===== src/rtl/lab5_alu_pkg.sv =====
// Shared width and opcode encoding for the lab5 switch-driven ALU.
package lab5_alu_pkg;

   localparam int unsigned W = 4;

   typedef enum logic [3:0] {
      OP_ADD  = 4'd0,
      OP_SUB  = 4'd1,
      OP_INC  = 4'd2,
      OP_DEC  = 4'd3,
      OP_AND  = 4'd4,
      OP_OR   = 4'd5,
      OP_XOR  = 4'd6,
      OP_NOT  = 4'd7,
      OP_NAND = 4'd8,
      OP_NOR  = 4'd9,
      OP_XNOR = 4'd10,
      OP_SHL  = 4'd11,
      OP_SHR  = 4'd12,
      OP_ROL  = 4'd13,
      OP_ROR  = 4'd14,
      OP_NEG  = 4'd15
   } opcode_e;

endpackage


===== src/rtl/lab5_add4.sv =====
// 4-bit ripple-carry adder built from a chain of full adders.
module lab5_add4 (
   input  logic [3:0] a,
   input  logic [3:0] b,
   input  logic       cin,
   output logic [3:0] sum,
   output logic       cout
);

   logic [4:0] carry;

   always_comb begin
      carry    = '0;
      sum      = '0;
      carry[0] = cin;
      for (int unsigned i = 0; i < 4; i++) begin
         sum[i]     = a[i] ^ b[i] ^ carry[i];
         carry[i+1] = (a[i] & b[i]) | (carry[i] & (a[i] ^ b[i]));
      end
      cout = carry[4];
   end

endmodule


===== src/rtl/lab5_alu.sv =====
// 16-function 4-bit ALU with a registered result and carry/flag bit.
module lab5_alu
   import lab5_alu_pkg::*;
(
   input  logic         clk,
   input  logic         reset,
   input  logic [W-1:0] x,
   input  logic [W-1:0] y,
   input  logic [3:0]   select,
   output logic [W-1:0] out,
   output logic         c_out
);

   opcode_e      op;
   logic [W-1:0] add_a;
   logic [W-1:0] add_b;
   logic         add_cin;
   logic [W-1:0] add_sum;
   logic         add_cout;
   logic [W-1:0] res;
   logic         res_c;

   assign op = opcode_e'(select);

   // All arithmetic shares one adder; SUB/NEG use two's complement via inverted B and cin=1.
   always_comb begin
      add_a   = x;
      add_b   = y;
      add_cin = 1'b0;
      case (op)
         OP_SUB: begin
            add_b   = ~y;
            add_cin = 1'b1;
         end
         OP_INC: add_b = 4'b0001;
         OP_DEC: add_b = 4'b1111;
         OP_NEG: begin
            add_a   = '0;
            add_b   = ~x;
            add_cin = 1'b1;
         end
         default: ;
      endcase
   end

   lab5_add4 u_add4 (
      .a    (add_a),
      .b    (add_b),
      .cin  (add_cin),
      .sum  (add_sum),
      .cout (add_cout)
   );

   always_comb begin
      res   = '0;
      res_c = 1'b0;
      case (op)
         OP_ADD, OP_SUB, OP_INC, OP_DEC, OP_NEG: begin
            res   = add_sum;
            res_c = add_cout;
         end
         OP_AND:  res = x & y;
         OP_OR:   res = x | y;
         OP_XOR:  res = x ^ y;
         OP_NOT:  res = ~x;
         OP_NAND: res = ~(x & y);
         OP_NOR:  res = ~(x | y);
         OP_XNOR: res = ~(x ^ y);
         OP_SHL: begin
            res   = {x[2:0], 1'b0};
            res_c = x[3];
         end
         OP_SHR: begin
            res   = {1'b0, x[3:1]};
            res_c = x[0];
         end
         OP_ROL: begin
            res   = {x[2:0], x[3]};
            res_c = x[3];
         end
         OP_ROR: begin
            res   = {x[0], x[3:1]};
            res_c = x[0];
         end
         default: ;
      endcase
   end

   always_ff @(posedge clk) begin
      if (reset) begin
         out   <= '0;
         c_out <= 1'b0;
      end else begin
         out   <= res;
         c_out <= res_c;
      end
   end

endmodule


===== config.mk =====
export PLATFORM = sky130hd
export DESIGN_NAME = lab5_alu
export DESIGN_NICKNAME = d
export VERILOG_FILES = /design/src/rtl/lab5_alu_pkg.sv /design/src/rtl/lab5_add4.sv /design/src/rtl/lab5_alu.sv
export SDC_FILE = /design/constraint.sdc
export NUM_CORES = 1
export LEC_CHECK = 0
export CAP_MARGIN = 10
export CORE_UTILIZATION = 50
export CTS_BUF_LIST = sky130_fd_sc_hd__clkbuf_2
export DETAILED_ROUTE_END_ITERATION = 6
export PLACE_DENSITY = 0.79
export SLEW_MARGIN = 20
export SYNTH_ARGS = -nofsm -noshare
export SYNTH_HDL_FRONTEND = slang
export SYNTH_SLANG_ARGS = --single-unit

===== constraint.sdc =====
create_clock -name clk -period 3.9 [get_ports clk]
set_clock_uncertainty 0.15 [all_clocks]
set_input_delay 0.975 -clock clk [delete_from_list [all_inputs] [get_ports clk]]
set_output_delay 0.975 -clock clk [all_outputs]
set_load 0.1 [all_outputs]

==> results.py <==
metrics = {
    "power_and_ir_drop": {
        "switching_share_pct": 47.05,
        "cellPowerDensity_mw_per_mm2": 213.7,
        "p_leak_nw": 0.5937,
        "pwr-share-comb_pct": 64.2,
        "power.switching_w": 0.0001414,
        "intPower_w": 0.0001592,
        "pwr-share-clk_pct": 16.5,
        "peakVddDrop_uv": 150.4,
        "seqPwrFrac_pct": 19.3,
    },
    "cts": {
        "post_cts_buffers": 0,
        "h-tree-depth": 1,
        "cts_tree": "built",
        "cts_buffer_depth": 2,
        "cts_buffers": 3,
        "cts.sinks": 5,
        "cts-root-buf": "clkbuf_2",
        "clk_pin_slew_ns": 0.06,
    },
    "detailed_routing": {
        "dr.pass1.iters": 5,
        "ant_nets": 0,
        "drtIter0Drc": 51,
        "drc": 0,
        "via_per_inst": 6.170,
        "vias": 1271,
        "wirelength_um": 3085,
        "wl_per_cell_um": 14.98,
    },
    "place": {
        "place_congestion": 0.9671,
        "place_hpwl_um": 2411,
        "io_buffers": 18,
        "post-place-ws_ns": -0.1501,
        "place_area_mm2": 0.001383,
    },
    "hold_path": {
        "min_path_type": "input port to flop",
        "hold_start": "reset",
        "hold_depth": 2,
        "hold_path_end": "c_out",
    },
    "die": {
        "core-area_mm2": 0.002022,
        "die_w_um": 49.14,
        "fp.dieArea_mm2": 0.002415,
        "ios": 19,
        "dieHeight_um": 49.14,
        "rows": 16,
        "start_util_pct": 54.95,
    },
    "sta": {
        "finalCritPeriodShare_pct": 97.43,
        "setup_tns_ns": 0,
        "slew_headroom_pct": 35.20,
        "tightest_slew_ns": 0.9689,
        "setup_slack_ns": 0.1002,
        "max_freq_mhz": 263.2,
        "hold_violations": 0,
        "slew_viol_final": 0,
        "setup_viol": 0,
        "min_period_ns": 3.800,
    },
    "worst_setup_path": {
        "startpoint_type": "input port",
        "path_cells": "clkdlybuf4s50_1 -> buf_4 -> nand3_1 -> o22ai_1 -> a21oi_2 -> fa_1 -> fa_1 -> inv_1 -> fa_1 -> fa_1 -> nor2_1 -> a311oi_1",
        "cp_common_cell": "fa_1",
        "critical-path-max-stage-delay_ns": 0.48,
        "required_ns": 3.84,
        "slowest_stage": "clkdlybuf4s50_1",
        "critPathCaptureType": "flop",
        "critPathKind": "input port to flop",
        "path_max_fanout": 9,
        "arrival_ns": 3.74,
    },
    "global_routing": {
        "antenna_found_initial": 0,
        "grt_pass1_wl_um": 5292,
        "grt_pass1_vias": 1163,
        "grt_max_degree": 23,
        "grt_overflow": 0,
        "grtUsageTotal_pct": 28.14,
    },
    "finish": {
        "postLayoutCoreUtil_pct": 69.55,
        "syn_to_final_growth_pct": 26.58,
        "multi_input_area_um2": 880.8,
        "stdcell_area_mm2": 0.001406,
        "antenna_cells": 0,
        "fill_cells": 176,
        "drive_gt1_share_pct": 17.88,
        "fin_nets": 206,
        "regArea_um2": 100.1,
    },
    "yosys": {
        "synth_warnings": 0,
        "ys_ff_latch": 5,
        "synth_xor_xnor_area_share_pct": 0,
        "netlist_area_mm2": 0.001111,
        "async_flop_share_pct": 0,
        "synth_top_family_by_area": "compound AO/OA/AOI/OAI gates",
        "synth_mux_area_share_pct": 0.9009,
        "synth-simple-area-share_pct": 28.38,
        "ys_seq_area_share_pct": 9.009,
        "synth-edff-count": 0,
        "synthCells": 151,
        "yosys_most_used_dff": "dfxtp_1",
        "syn_nets": 177,
        "synth-compound-area-share_pct": 33.45,
        "synth_fa_ha_area_share_pct": 16.22,
        "syn-mean-instance-area_um2": 7.358,
        "synth.distinct_cells": 45,
    },
    "status": {
        "outcome": "finished clean",
    },
    "flow_run": {
        "maxCapViolCount": 0,
    },
}
==> kinds of logic after synthesis <==
family	count (synthesis)
AOI/OAI and AO/OA	54
and+or+nand+nor	54
buffers and inverters	25
adders and majority gates	12
DFF	5
muxes	1
==> power by group through the flow <==
stage	Combinational (W)	Clock (W)	Sequential (W)
6_report	0.000193	0.0000495	0.0000580
2_1_floorplan	0.0000884	0	0.000100
5_1_grt	0.000208	0.0000569	0.0000586
4_1_cts	0.000191	0.0000495	0.0000582
3_5_place_dp	0.000189	0	0.0000592
3_3_place_gp	0.000184	0	0.0000591
==> per-layer routing <==
layer | track usage, % | vias up | routed length (um)
li1 | - | 612 | -
met1 | 35.09 | 592 | 1313
met2 | 48.63 | 54 | 1484
met3 | 3.115 | 13 | 199
met4 | 11.27 | 0 | 87
met5 | 0 | - | 0
==> worst max-delay path, delay by kind of cell <==
| kind | cells | cell delay [ns] |
|---|---|---|
| compound gates | 3 | 0.34 |
| fa+ha+maj | 4 | 1.38 |
| buf+inv | 3 | 0.73 |
| simple gates | 2 | 0.32 |
==> what timing repair did <==
item,4_1_cts,5_1_grt
setup endpoints to repair,0,1
resized for setup,0,3
hold buffers,0,0
==> synthesized netlist by cell type (4+ instances only) <==
library cell	n	area share (%)
a21oi_1	11	5.0
inv_1	11	3.7
nand2_1	9	3.0
o21ai_0	9	4.1
ha_1	8	9.0
nand2b_1	7	3.9
nor2_1	7	2.4
o22ai_1	7	3.9
buf_2	5	2.3
dfxtp_1	5	9.0
nor2b_1	5	2.8
fa_1	4	7.2
nand3b_1	4	2.7
==> worst max-delay path by stage <==
stage,startpoint,to,slack [ns],cells past startpoint
6_report,select[1],out[3],0.10,12
3_5_place_dp,select[3],c_out,-0.15,14
2_1_floorplan,select[1],c_out,0.16,15
4_1_cts,select[3],c_out,0.08,14
3_3_place_gp,select[1],out[3],-0.02,12
5_1_grt,select[1],out[3],-0.0005,12
==> stage by stage <==
stage / power (W) / hold slack [ns] / cells
after floorplan: 0.0001886 / 0.8912 / 151
after global placement: 0.0002433 / 1.492 / 202
after detailed placement: 0.0002487 / 1.507 / 202
after CTS: 0.0002982 / 1.280 / 206
after global routing: 0.0003232 / 1.286 / 206
final: 0.0003006 / 1.302 / 206
==> cell type report <==
cell class / count / share of cell area (%)
Sequential cell: 5 / 7.117
Multi-Input combinational cell: 121 / 62.63
Clock buffer: 4 / 1.423
Inverter: 11 / 2.936
Timing Repair Buffer: 38 / 23.49
Tap cell: 27 / 2.402
==> flip-flops by register name (all words and copies together), names as in the netlist <==
register	cells
out	4
c_out	1
==> placed cells by master, fill, tap and decap left out, types with 4 or more instances in the layout <==
| cell type | netlist | layout |
|---|---|---|
| ha_1 | 8 | 8 |
| nand3b_1 | 4 | 4 |
| clkdlybuf4s50_1 | 0 | 18 |
| nor2_1 | 7 | 7 |
| buf_4 | 3 | 20 |
| fa_1 | 4 | 4 |
| o22ai_1 | 7 | 7 |
| nand2b_1 | 7 | 7 |
| a21oi_1 | 11 | 10 |
| dfxtp_1 | 5 | 5 |
| nor2b_1 | 5 | 5 |
| nand2_1 | 9 | 9 |
| clkbuf_2 | 0 | 4 |
| o21ai_0 | 9 | 8 |
| inv_1 | 11 | 11 |
No activity file was read; power rests on OpenSTA's default activity.
